### config.mk
export PLATFORM = sky130hd
export DESIGN_NAME = debounced_edge_pulse_generator
export DESIGN_NICKNAME = d
export VERILOG_FILES = /design/src/rtl/debounced_edge_pulse_generator.sv
export SDC_FILE = /design/constraint.sdc
export NUM_CORES = 1
export LEC_CHECK = 0
export CORE_AREA = 2 2 39 41
export DETAILED_ROUTE_END_ITERATION = 8
export DIE_AREA = 0 0 41 43
export RECOVER_POWER = 100
export SYNTH_ARGS = -nofsm -noshare
export SYNTH_HDL_FRONTEND = slang
export SYNTH_SLANG_ARGS = --single-unit
### constraint.sdc
create_clock -name clock -period 1.4 [get_ports clock]
set_clock_uncertainty 0.15 [all_clocks]
set_input_delay 0.21 -clock clock [delete_from_list [all_inputs] [get_ports clock]]
set_output_delay 0.21 -clock clock [all_outputs]
set_load 0.01 [all_outputs]
### src/rtl/debounced_edge_pulse_generator.sv
// Debounced edge pulse generator: synchronizes a raw level, qualifies it for
// STABLE_CYCLES consecutive cycles, and emits one-cycle set/reset pulses.
module debounced_edge_pulse_generator #(
    parameter int unsigned SYNCHRONIZER_STAGES = 2,
    parameter int unsigned STABLE_CYCLES       = 4,
    parameter logic        RESET_VALUE         = 1'b0
) (
    input  logic clock,
    input  logic resetn,
    input  logic enable,
    input  logic data_in,
    output logic filtered,
    output logic rising_pulse,
    output logic falling_pulse,
    output logic busy
);

    localparam int unsigned CW = (STABLE_CYCLES > 1) ? $clog2(STABLE_CYCLES) : 1;
    localparam logic [CW-1:0] TERMINAL = CW'(STABLE_CYCLES - 1);

    logic [SYNCHRONIZER_STAGES-1:0] r_sync;
    logic [CW-1:0]                  r_count;
    logic                           r_filtered;
    logic                           r_rise;
    logic                           r_fall;

    logic          w_synced;
    logic          w_holdoff;
    logic [CW-1:0] w_count_next;
    logic          w_filtered_next;
    logic          w_rise_next;
    logic          w_fall_next;

    assign w_synced  = r_sync[SYNCHRONIZER_STAGES-1];
    // A pulse in the previous cycle blocks acceptance; only reachable when
    // STABLE_CYCLES == 1, and keeps pulses from landing on consecutive cycles.
    assign w_holdoff = r_rise | r_fall;

    always_comb begin
        w_count_next    = '0;
        w_filtered_next = r_filtered;
        w_rise_next     = 1'b0;
        w_fall_next     = 1'b0;
        if (enable && (w_synced != r_filtered)) begin
            if (r_count == TERMINAL) begin
                if (!w_holdoff) begin
                    w_filtered_next = w_synced;
                    w_rise_next     = w_synced;
                    w_fall_next     = ~w_synced;
                end else begin
                    w_count_next = r_count;
                end
            end else begin
                w_count_next = r_count + 1'b1;
            end
        end
    end

    always_ff @(posedge clock) begin
        if (!resetn) begin
            r_sync     <= {SYNCHRONIZER_STAGES{RESET_VALUE}};
            r_count    <= '0;
            r_filtered <= RESET_VALUE;
            r_rise     <= 1'b0;
            r_fall     <= 1'b0;
        end else begin
            r_sync     <= {r_sync[SYNCHRONIZER_STAGES-2:0], data_in};
            r_count    <= w_count_next;
            r_filtered <= w_filtered_next;
            r_rise     <= w_rise_next;
            r_fall     <= w_fall_next;
        end
    end

    assign filtered      = r_filtered;
    assign rising_pulse  = r_rise;
    assign falling_pulse = r_fall;
    assign busy          = (r_count != '0);

endmodule

==> out/qor.csv <==
metric;value;unit
outcome;finished, final reports clean;
Port-buffer cells;7;
TritonCTS clock tree;yes;
GP Congestion;0.601;
via density per instance;4.03;
Mapped Cells;30;
Initial Util;21.1;%
DR WL/cell;8.76;um
largest family of logic cells by synthesized area;simple AND/OR/NAND/NOR gates;
global-route wire length before repair;903;um
reg2reg start;r_count[1]$_SDFFE_PN0P_;
Post-Synthesis Net Count;36;
total I/O pin count;8;
Critical Path AT;1.29;ns
antenna viol nets, final;0;
end point of the critical path;filtered$_SDFFE_PN0P_;
Non-Filler Instances;62;
Yosys cell types;14;
Post-Synth Simple-Gate Area;19.7;%
H-tree levels;1;
drc violations;0;
Worst-path clk slew;0.05;ns
initial antenna violation count;0;
GRT overflow;0;
layout cells sized above 1;28.3;%
Worst setup SP type;flop;
mean area per synthesized cell;9.72;um^2
Synth Area in Adders;8.58;%
reg2reg end;filtered$_SDFFE_PN0P_;
worst skew pair latency;0.25;ns
Peak supply drop;0.296;mV
number of global-route vias before repair;228;
Initial DRC Count;1;
fin util;32.3;%
RSZ-0062 raised after global routing;false;
DR pass1 iterations;2;
Sw Ratio;19.6;%
Hold Violations, Final;0;
compound-cell area share of the yosys netlist;12.0;%
Root Buffer;clkbuf_4;
CP Capture Type;flop;
Synth Cell Area;292;um^2
Tot Pwr;404;uW
post-route cell area;447;um^2
number of antenna diodes;0;
leak pwr;0.201;nW
Logic pwr share;5.3;%
Row Count;14;
switching pwr;79.4;uW
Critical Path RT;1.37;ns
Slew Viols, Final;0;
share of total power in the clock network;44.0;%
measured slew at the worst slew-check pin;0.248;ns
total track usage;8.56;%
mux cell area share after synthesis;3.43;%
post-synthesis sequential area ratio;48.1;%
total clock sinks;7;
max-cap violations;0;
Post-CTS Setup Inserts;0;
Max clock buf depth;2;
die area;1760;um^2
Hold Path Origin;r_sync[0]$_SDFF_PN0_;
fin crit period;1.32;ns
pwr dens;904;nW/um^2
cells on worst reg2reg path;5;
Die H;43;um
Layout area overhead;53.2;%
period utilisation layout;94.3;%
largest net degree at the start of global routing;6;
Yosys warning count;0;
vias;250;
Worst Hold Class;reg2reg;
wirelength, routed;543;um
Crit Path Category;reg2reg;
register bit total from synthesis;7;
Setup crit start;r_count[1]$_SDFFE_PN0P_;
Num CTS Buffers;3;
fmax;758;MHz
Die Wd;41;um
crit path max fanout;4;
Placed Area;419;um^2
Final HPWL DP;435;um
Relative slew margins;83.3;%
number of setup violations in the final report;0;
xor-xnor portion of the synthesized cell area;3.00;%
Cell Int Power;325;uW
Core ar.;1380;um^2
Flop pwr share;50.6;%
Post-Place Cells;58;
R2R Setup Slk;0.08;ns
layout net count;53;
[cell type report]
cell class / instances / area, um^2
fill: 146 / 937
multi-input combinational: 19 / 146
sequential: 7 / 140
timing repair buffer: 12 / 98.8
clock buffer: 4 / 26.3
tap: 16 / 20.0
inverter: 4 / 15.0
[registers in the layout, summed over array words and instances, names as in the netlist]
name	count
filtered	1
r_sync	2
r_count	2
rising_pulse	1
falling_pulse	1
[Yosys cell counts (all sizes together)]
cell / count / area share, %
a211oi: 1 / 4.3
and2: 3 / 6.4
dfxtp: 7 / 48
ha: 2 / 8.6
inv: 4 / 5.1
mux2i: 1 / 3.4
nand2: 3 / 3.9
nand3: 1 / 3.4
nor2: 2 / 2.6
nor3: 2 / 3.4
o21ai: 1 / 1.7
o311ai: 1 / 3.0
o41ai: 1 / 3.0
xor2: 1 / 3.0
[how the worst min path moves through the flow]
stage | endpoint | slack [ns] | cells after the start
floorplan | r_sync[0]$_SDFF_PN0_ | 0.18 | 1
global placement | r_sync[1]$_SDFF_PN0_ | 0.26 | 1
detailed placement | r_sync[1]$_SDFF_PN0_ | 0.27 | 1
CTS | r_sync[1]$_SDFF_PN0_ | 0.28 | 1
global route | r_sync[1]$_SDFF_PN0_ | 0.30 | 1
finish | r_sync[1]$_SDFF_PN0_ | 0.28 | 1
[worst max-delay path, stage by stage (launching register included)]
cell and delay [ns]:
dfxtp_1 0.33, buf_4 0.11, ha_2 0.19, nand2_1 0.08
o311ai_2 0.22, o41ai_1 0.11
[metal layers]
layer	share of wire, %	up-vias	track usage [%]
met4	4.8	0	10.0
met2	45	9	9.69
met1	45	105	10.7
li1	-	132	-
met3	5.2	4	3.14
met5	0	-	0
[stage by stage]
stage	setup slack [ns]	TNS, ns	hold slack, ns
2_1_floorplan	0.155	0	0.182
3_3_place_gp	-0.0621	-0.118	0.265
5_1_grt	0.00320	0	0.303
6_report	0.0803	0	0.278
4_1_cts	0.0433	0	0.282
3_5_place_dp	-0.0728	-0.145	0.270
[layout by cell type (no fill, tap or decap)]
cell and n:
nor2_1 2, nand2_1 3, dlygate4sd2_1 3, nor3_1 2, clkdlybuf4s50_1 2, and2_0 1
dfxtp_1 7, mux2i_1 1, nand3_2 1, buf_4 5, buf_2 1, ha_2 1
a211oi_2 1, clkbuf_1 1, o41ai_1 1, clkbuf_4 3, inv_1 4, xor2_1 1
ha_1 1, and2_1 2, o21ai_1 1, o311ai_2 1, dlygate4sd3_1 1
[power by group through the flow]
stage | combinational, mW | sequential [mW] | clock [mW]
floorplan | 0.00620 | 0.208 | 0
global placement | 0.0221 | 0.209 | 0
detailed placement | 0.0224 | 0.209 | 0
CTS | 0.0221 | 0.205 | 0.185
global route | 0.0238 | 0.205 | 0.196
finish | 0.0216 | 0.205 | 0.178
[what timing repair did]
action,CTS,global route
hold endpoints to repair,0,0
pin swaps,0,0
hold buffers,0,0
resized for setup,8,3
setup endpoints to repair,5,3
[logic make-up after synthesis]
family          Yosys count
buf+inv                   4
compound gates            4
mux                       1
xor+xnor                  1
flops                     7
simple gates             11
fa+ha+maj                 2
(Power assumes the default switching activity.)
